File: src/rtl/mux4way_rr_pkg.sv
// rtl/mux4way_rr_pkg.sv - shared constants, FSM encoding and round-robin pick helper for mux4way_rr
// Optional packet-lock feature is enabled by defining MUX4WAY_PKT_LOCK_EN.
package mux4way_pkg;

  localparam int NUM_CH = 4;
  localparam int SEL_W  = 2;

  typedef enum logic {
    ST_ARB    = 1'b0,
    ST_LOCKED = 1'b1
  } state_t;

  // Returns {found, idx}; offsets are visited high-to-low so the closest one to ptr wins.
  function automatic logic [SEL_W:0] rr_pick(input logic [NUM_CH-1:0] req,
                                             input logic [SEL_W-1:0]  ptr);
    logic [SEL_W-1:0] idx;
    rr_pick = '0;
    for (int k = NUM_CH - 1; k >= 0; k--) begin
      idx = ptr + SEL_W'(k);
      if (req[idx]) rr_pick = {1'b1, idx};
    end
  endfunction

endpackage

File: src/rtl/mux4way_rr_if.sv
// rtl/mux4way_rr_if.sv - four-source merge bus: source channels plus registered output stream
// in_last/out_last exist only when MUX4WAY_PKT_LOCK_EN is defined.
interface mux4way_rr_if #(parameter int WIDTH = 16);
  import mux4way_pkg::*;

  logic [NUM_CH-1:0]       in_valid;
  logic [NUM_CH*WIDTH-1:0] in_data;
  logic [NUM_CH-1:0]       in_ready;
  logic                    out_valid;
  logic [WIDTH-1:0]        out_data;
  logic [SEL_W-1:0]        out_sel;
  logic                    out_ready;
`ifdef MUX4WAY_PKT_LOCK_EN
  logic [NUM_CH-1:0]       in_last;
  logic                    out_last;

  modport master (output in_valid, in_data, in_last, out_ready,
                  input  in_ready, out_valid, out_data, out_sel, out_last);
  modport slave  (input  in_valid, in_data, in_last, out_ready,
                  output in_ready, out_valid, out_data, out_sel, out_last);
`else
  modport master (output in_valid, in_data, out_ready,
                  input  in_ready, out_valid, out_data, out_sel);
  modport slave  (input  in_valid, in_data, out_ready,
                  output in_ready, out_valid, out_data, out_sel);
`endif

endinterface

File: src/rtl/mux4way_rr_arbiter4.sv
// rtl/mux4way_rr_arbiter4.sv - combinational 4-way round-robin arbiter (req/ptr -> one-hot grant + index)
module rr_arbiter4
  import mux4way_pkg::*;
(
  input  logic [NUM_CH-1:0] req,
  input  logic [SEL_W-1:0]  ptr,
  output logic              found,
  output logic [SEL_W-1:0]  idx,
  output logic [NUM_CH-1:0] grant
);

  always_comb begin
    {found, idx} = rr_pick(req, ptr);
    grant        = found ? (NUM_CH'(1) << idx) : '0;
  end

endmodule

File: src/rtl/mux4way_rr.sv
// rtl/mux4way_rr.sv - 4-to-1 round-robin merge with registered, source-tagged output beat
// Define MUX4WAY_PKT_LOCK_EN to hold the grant on one channel until its in_last beat.
module mux4way_rr
  import mux4way_pkg::*;
#(
  parameter int WIDTH = 16
) (
  input  logic         clk,
  input  logic         reset,
  mux4way_rr_if.slave  bus
);

  logic              load;
  logic              xfer;
  logic              ptr_upd;
  logic [SEL_W-1:0]  rr_ptr;
  logic [NUM_CH-1:0] req;
  logic [SEL_W-1:0]  ptr;
  logic              found;
  logic [SEL_W-1:0]  idx;
  logic [NUM_CH-1:0] grant;
  logic              out_valid_q;
  logic [WIDTH-1:0]  out_data_q;
  logic [SEL_W-1:0]  out_sel_q;

  // in_ready path: in_valid/out_ready -> arbiter -> in_ready, no register in between.
  assign load = ~out_valid_q | bus.out_ready;
  assign xfer = found & load & ~reset;

  rr_arbiter4 u_arb (
    .req   (req),
    .ptr   (ptr),
    .found (found),
    .idx   (idx),
    .grant (grant)
  );

  assign bus.in_ready  = xfer ? grant : '0;
  assign bus.out_valid = out_valid_q;
  assign bus.out_data  = out_data_q;
  assign bus.out_sel   = out_sel_q;

`ifdef MUX4WAY_PKT_LOCK_EN
  state_t           state, state_nx;
  logic [SEL_W-1:0] lk, lk_nx;
  logic             out_last_q;

  // While locked only the owning channel may request, even when it is idle.
  assign req          = (state == ST_LOCKED) ? (bus.in_valid & (NUM_CH'(1) << lk)) : bus.in_valid;
  assign ptr          = (state == ST_LOCKED) ? lk : rr_ptr;
  assign ptr_upd      = xfer & bus.in_last[idx];
  assign bus.out_last = out_last_q;

  always_ff @(posedge clk) begin
    if (reset) begin
      state <= ST_ARB;
      lk    <= '0;
    end else begin
      state <= state_nx;
      lk    <= lk_nx;
    end
  end

  always_comb begin
    state_nx = state;
    lk_nx    = lk;
    if (xfer) begin
      case (state)
        ST_ARB: begin
          if (!bus.in_last[idx]) begin
            state_nx = ST_LOCKED;
            lk_nx    = idx;
          end
        end
        ST_LOCKED: begin
          if (bus.in_last[idx]) state_nx = ST_ARB;
        end
        default: state_nx = ST_ARB;
      endcase
    end
  end

  always_ff @(posedge clk) begin
    if (reset)     out_last_q <= 1'b0;
    else if (xfer) out_last_q <= bus.in_last[idx];
  end
`else
  assign req     = bus.in_valid;
  assign ptr     = rr_ptr;
  assign ptr_upd = xfer;
`endif

  always_ff @(posedge clk) begin
    if (reset) begin
      out_valid_q <= 1'b0;
      out_data_q  <= '0;
      out_sel_q   <= '0;
      rr_ptr      <= '0;
    end else begin
      if (xfer) begin
        out_valid_q <= 1'b1;
        out_data_q  <= bus.in_data[idx*WIDTH +: WIDTH];
        out_sel_q   <= idx;
      end else if (bus.out_ready) begin
        out_valid_q <= 1'b0;
      end
      // 2-bit add wraps 3 -> 0 on its own.
      if (ptr_upd) rr_ptr <= idx + 2'd1;
    end
  end

endmodule

File: src/flat_wrapper.sv
// flat-port wrapper written by rule: the top's interface ports become plain ports
module mux4way_rr_flat import mux4way_pkg::*;
#(
  parameter int WIDTH = 16
)
  (clk, reset, bus_in_valid, bus_in_data, bus_out_ready, bus_in_ready, bus_out_valid, bus_out_data, bus_out_sel);
  mux4way_rr_if #(.WIDTH(WIDTH)) bus_i ();
  input  logic clk;
  input  logic reset;
  input wire logic [$bits(bus_i.in_valid)-1:0] bus_in_valid;
  input wire logic [$bits(bus_i.in_data)-1:0] bus_in_data;
  input wire logic [$bits(bus_i.out_ready)-1:0] bus_out_ready;
  output wire logic [$bits(bus_i.in_ready)-1:0] bus_in_ready;
  output wire logic [$bits(bus_i.out_valid)-1:0] bus_out_valid;
  output wire logic [$bits(bus_i.out_data)-1:0] bus_out_data;
  output wire logic [$bits(bus_i.out_sel)-1:0] bus_out_sel;
  assign bus_i.in_valid = bus_in_valid;
  assign bus_i.in_data = bus_in_data;
  assign bus_i.out_ready = bus_out_ready;
  assign bus_in_ready = bus_i.in_ready;
  assign bus_out_valid = bus_i.out_valid;
  assign bus_out_data = bus_i.out_data;
  assign bus_out_sel = bus_i.out_sel;
  mux4way_rr #(.WIDTH(WIDTH)) u_core (.clk(clk), .reset(reset), .bus(bus_i));
endmodule
File: config.mk
export PLATFORM = sky130hd
export DESIGN_NAME = mux4way_rr_flat
export DESIGN_NICKNAME = d
export VERILOG_FILES = /design/src/rtl/mux4way_rr_pkg.sv /design/src/rtl/mux4way_rr_if.sv /design/src/rtl/mux4way_rr_arbiter4.sv /design/src/rtl/mux4way_rr.sv /design/src/flat_wrapper.sv
export SDC_FILE = /design/constraint.sdc
export NUM_CORES = 1
export LEC_CHECK = 0
export ABC_AREA = 1
export BUFFER_PORTS_ARGS = -buffer_cell sky130_fd_sc_hd__buf_2
export CAP_MARGIN = 10
export CORE_AREA = 2 2 54 76
export CTS_CLUSTER_DIAMETER = 40
export DETAILED_ROUTE_END_ITERATION = 10
export DIE_AREA = 0 0 56 78
export PLACE_DENSITY = 0.88
export SLEW_MARGIN = 10
export SYNTH_ARGS = -nofsm -noshare
export SYNTH_HDL_FRONTEND = slang
export SYNTH_SLANG_ARGS = --single-unit
File: constraint.sdc
create_clock -name clk -period 2.1 [get_ports clk]
set_clock_uncertainty 0.15 [all_clocks]
set_input_delay 0.105 -clock clk [delete_from_list [all_inputs] [get_ports clk]]
set_output_delay 0.105 -clock clk [all_outputs]
set_load 0.01 [all_outputs]
==> flow_summary.ini <==
[synthesis]
synth_fa_ha_area_share_pct = 0
synthMuxAreaShare_pct = 0
synthXorXnorAreaFrac_pct = 0
ys_types = 17
postSynthAreaPerCell_sq_um = 5.97
netlist_instances = 253
ys_ff_latch = 21
yosysSeqAreaShare_pct = 27.8
synth_top_family_by_area = simple AND/OR/NAND/NOR gates
synth-compound-area-share_pct = 2.07
yosys.area_share.simple_pct = 59.3
synth_warnings = 0
syn_nets = 324
syn_area_sq_mm = 0.00151

[pwr]
pwr-share-seq_pct = 18.0
p_comb_share_pct = 74.7
switching_share_pct = 50.8
p_sw_mw = 1.93
power.leakage_nw = 1.27
power-per-cell-area_mw_per_mm2 = 1640
p_int_mw = 1.87
clkPwrFrac_pct = 7.3
ir_drop_mv = 1.10

[timing]
max_clock_freq_mhz = 479
fin_ws_ps = 10.8
slew_violations = 0
period_minus_slack_ps = 2090
holdWs_ps = 3.44
setup_viol = 0
max_slew_margin_pct = 76.9
worstMarginPinSlew_ps = 347
final-hold-violation-count = 0
period_share_pct = 99.5

[final_layout]
diodes = 0
fin_cells = 394
fin_area_sq_mm = 0.00231
synthToLayoutAreaGrowth_pct = 52.7
fillers = 321
utilization_pct = 63.3
fin_nets = 424
drive_gt1_share_pct = 40.6

[clocking]
cts.clk_slew.worst_paths_ps = 90
numCtsBuffers = 3
clockRootBuffer = clkbuf_8
htree_levels = 1
cts_tree = yes
cts.sinks = 21
cts_buffer_depth = 2
clk_latency_ps = 270

[die]
die_h_microns = 78
core_area_sq_mm = 0.00364
fp.dieW_microns = 56
rows = 26
io_pins = 94
initial_core_util_pct = 41.4
die_area_sq_mm = 0.00437

[global_route]
top_usage_layer = met2
grt_pass1_wl_microns = 8120
antenna_found_initial = 0
use_met3_pct = 3.00
grt_pass1_vias = 1936
grt_util_met2_pct = 43.9
grt_use_met1_pct = 24.9
grt_max_degree = 21
grt_usage_pct = 23.0
grt_overflow = 0

[setup_path]
crit_type = flip-flop to primary output
setup.worst_path.start_class = flip-flop
endpoint_kind = primary output
worst-path-max-fanout = 16
critPathArrivalTime_ps = 1830
cp.required_ps = 1850

[place]
port_buffers = 93
dp_slack_ps = 76.4
place_inst = 380
hpwl_microns = 3920
placed_area_sq_mm = 0.00203
routabilityCongestion = 0.931

[detailed_routing]
vias = 2156
routed_wl_microns = 5730
post-route-drc-count = 0
drt_iter0_drc = 225
routed_via_density = 5.47
first_pass_iters = 5
avgRoutedWirePerCell_microns = 14.6
postRouteAntennaNets = 0

[flow_run]
cap_violations = 0

[outcome]
status = finished, final reports clean

[worst_hold_path]
hold_class = input pin to flip-flop
[critical path, stage by stage (launching register included)]
cell     delay [ps]
dfxtp_4         380
inv_2            60
nand2_1         130
nand3_1         150
nand2_2         130
nand3_4          90
nand2_2          90
nand2_4          90
nand2_8         130
nand2_1         100
nor2_1           80
buf_2           130
[Yosys cell counts]
cell,number,share of area [%]
nand3_1,107,35
nand2_1,75,19
dfxtp_1,21,28
buf_2,10,3.3
inv_1,10,2.5
nor2_1,8,2.0
buf_4,6,3.0
inv_2,3,0.75
clkbuf_1,2,0.50
nand2_4,2,1.5
nand3_2,2,1.3
o21ai_0,2,0.66
buf_6,1,0.75
nor2_2,1,0.41
o21ai_1,1,0.33
o21ai_2,1,0.58
o31ai_1,1,0.50
[power groups by stage]
stage / Sequential [mW] / Clock (mW) / Combinational (mW)
after floorplan: 0.736 / 0 / 1.66
after global placement: 0.681 / 0 / 2.29
after detailed placement: 0.684 / 0 / 2.36
after CTS: 0.685 / 0.279 / 2.38
after global routing: 0.706 / 0.296 / 3.10
final: 0.683 / 0.278 / 2.83
[cells by family after synthesis]
kind of cell           count (synthesis)
AOI/OAI and AO/OA                      5
buffers and inverters                 32
DFF                                   21
and+or+nand+nor                      195
[path summary, 6_finish.rpt]
path | to | from | cells after the start | slack [ps]
setup / recovery | bus_in_ready[3] | u_core.ptr[0]$_SDFFE_PP0P_ | 11 | 10
hold / removal | u_core.bus.out_data[5]$_SDFFE_PP0P_ | bus_in_data[21] | 5 | 3
setup reg to reg | u_core.bus.out_data[8]$_SDFFE_PP0P_ | u_core.ptr[0]$_SDFFE_PP0P_ | 13 | 110
hold reg to reg | u_core.bus.out_data[7]$_SDFFE_PP0P_ | u_core.bus.out_data[7]$_SDFFE_PP0P_ | 2 | 320
[registers in the layout (all words and copies together), names as in the netlist]
| signal | count |
|---|---|
| u_core.bus.out_sel | 2 |
| u_core.ptr | 2 |
| u_core.bus.out_data | 16 |
| u_core.bus.out_valid | 1 |
[metal layers]
metal	vias up	share of wire (%)	wire, microns
met3	17	8.7	499
met1	953	35	2030
met2	140	53	3040
li1	1046	-	-
met5	-	0	0
met4	0	2.8	159
[metrics by stage]
stage                     TNS (ps)  total power, mW
after floorplan                  0             2.40
after global placement           0             2.97
after detailed placement         0             3.04
after CTS                        0             3.34
after global routing          -243             4.10
final                            0             3.79
[cells in the final DEF, fill, tap and decap left out, drive strengths merged]
| master | n |
|---|---|
| nand2 | 77 |
| o21ai | 4 |
| clkinv | 1 |
| inv | 13 |
| dfxtp | 21 |
| nor2 | 9 |
| nand3 | 109 |
| buf | 112 |
| clkbuf | 4 |
| o31ai | 1 |
| dlygate4sd3 | 1 |
[final cells by class]
cell class	instances	area, sq um	area share [%]
Clock buffer	3	41.3	1.79
Clock inverter	1	5.00	0.217
Inverter	13	51.3	2.22
Multi-Input combinational cell	200	1020	44.3
Sequential cell	21	425	18.4
Tap cell	42	52.6	2.28
Timing Repair Buffer	114	708	30.7
[repair_timing]
item | in CTS | in global routing
cloned | 0 | 1
hold endpoints to repair | 2 | 0
pin swaps | 0 | 8
endpoints found under the setup margin | 4 | 4
hold buffers | 1 | 0
gates resized for setup | 6 | 30
setup buffers | 0 | 8
Note: power is estimated with default switching activity, not from simulation.
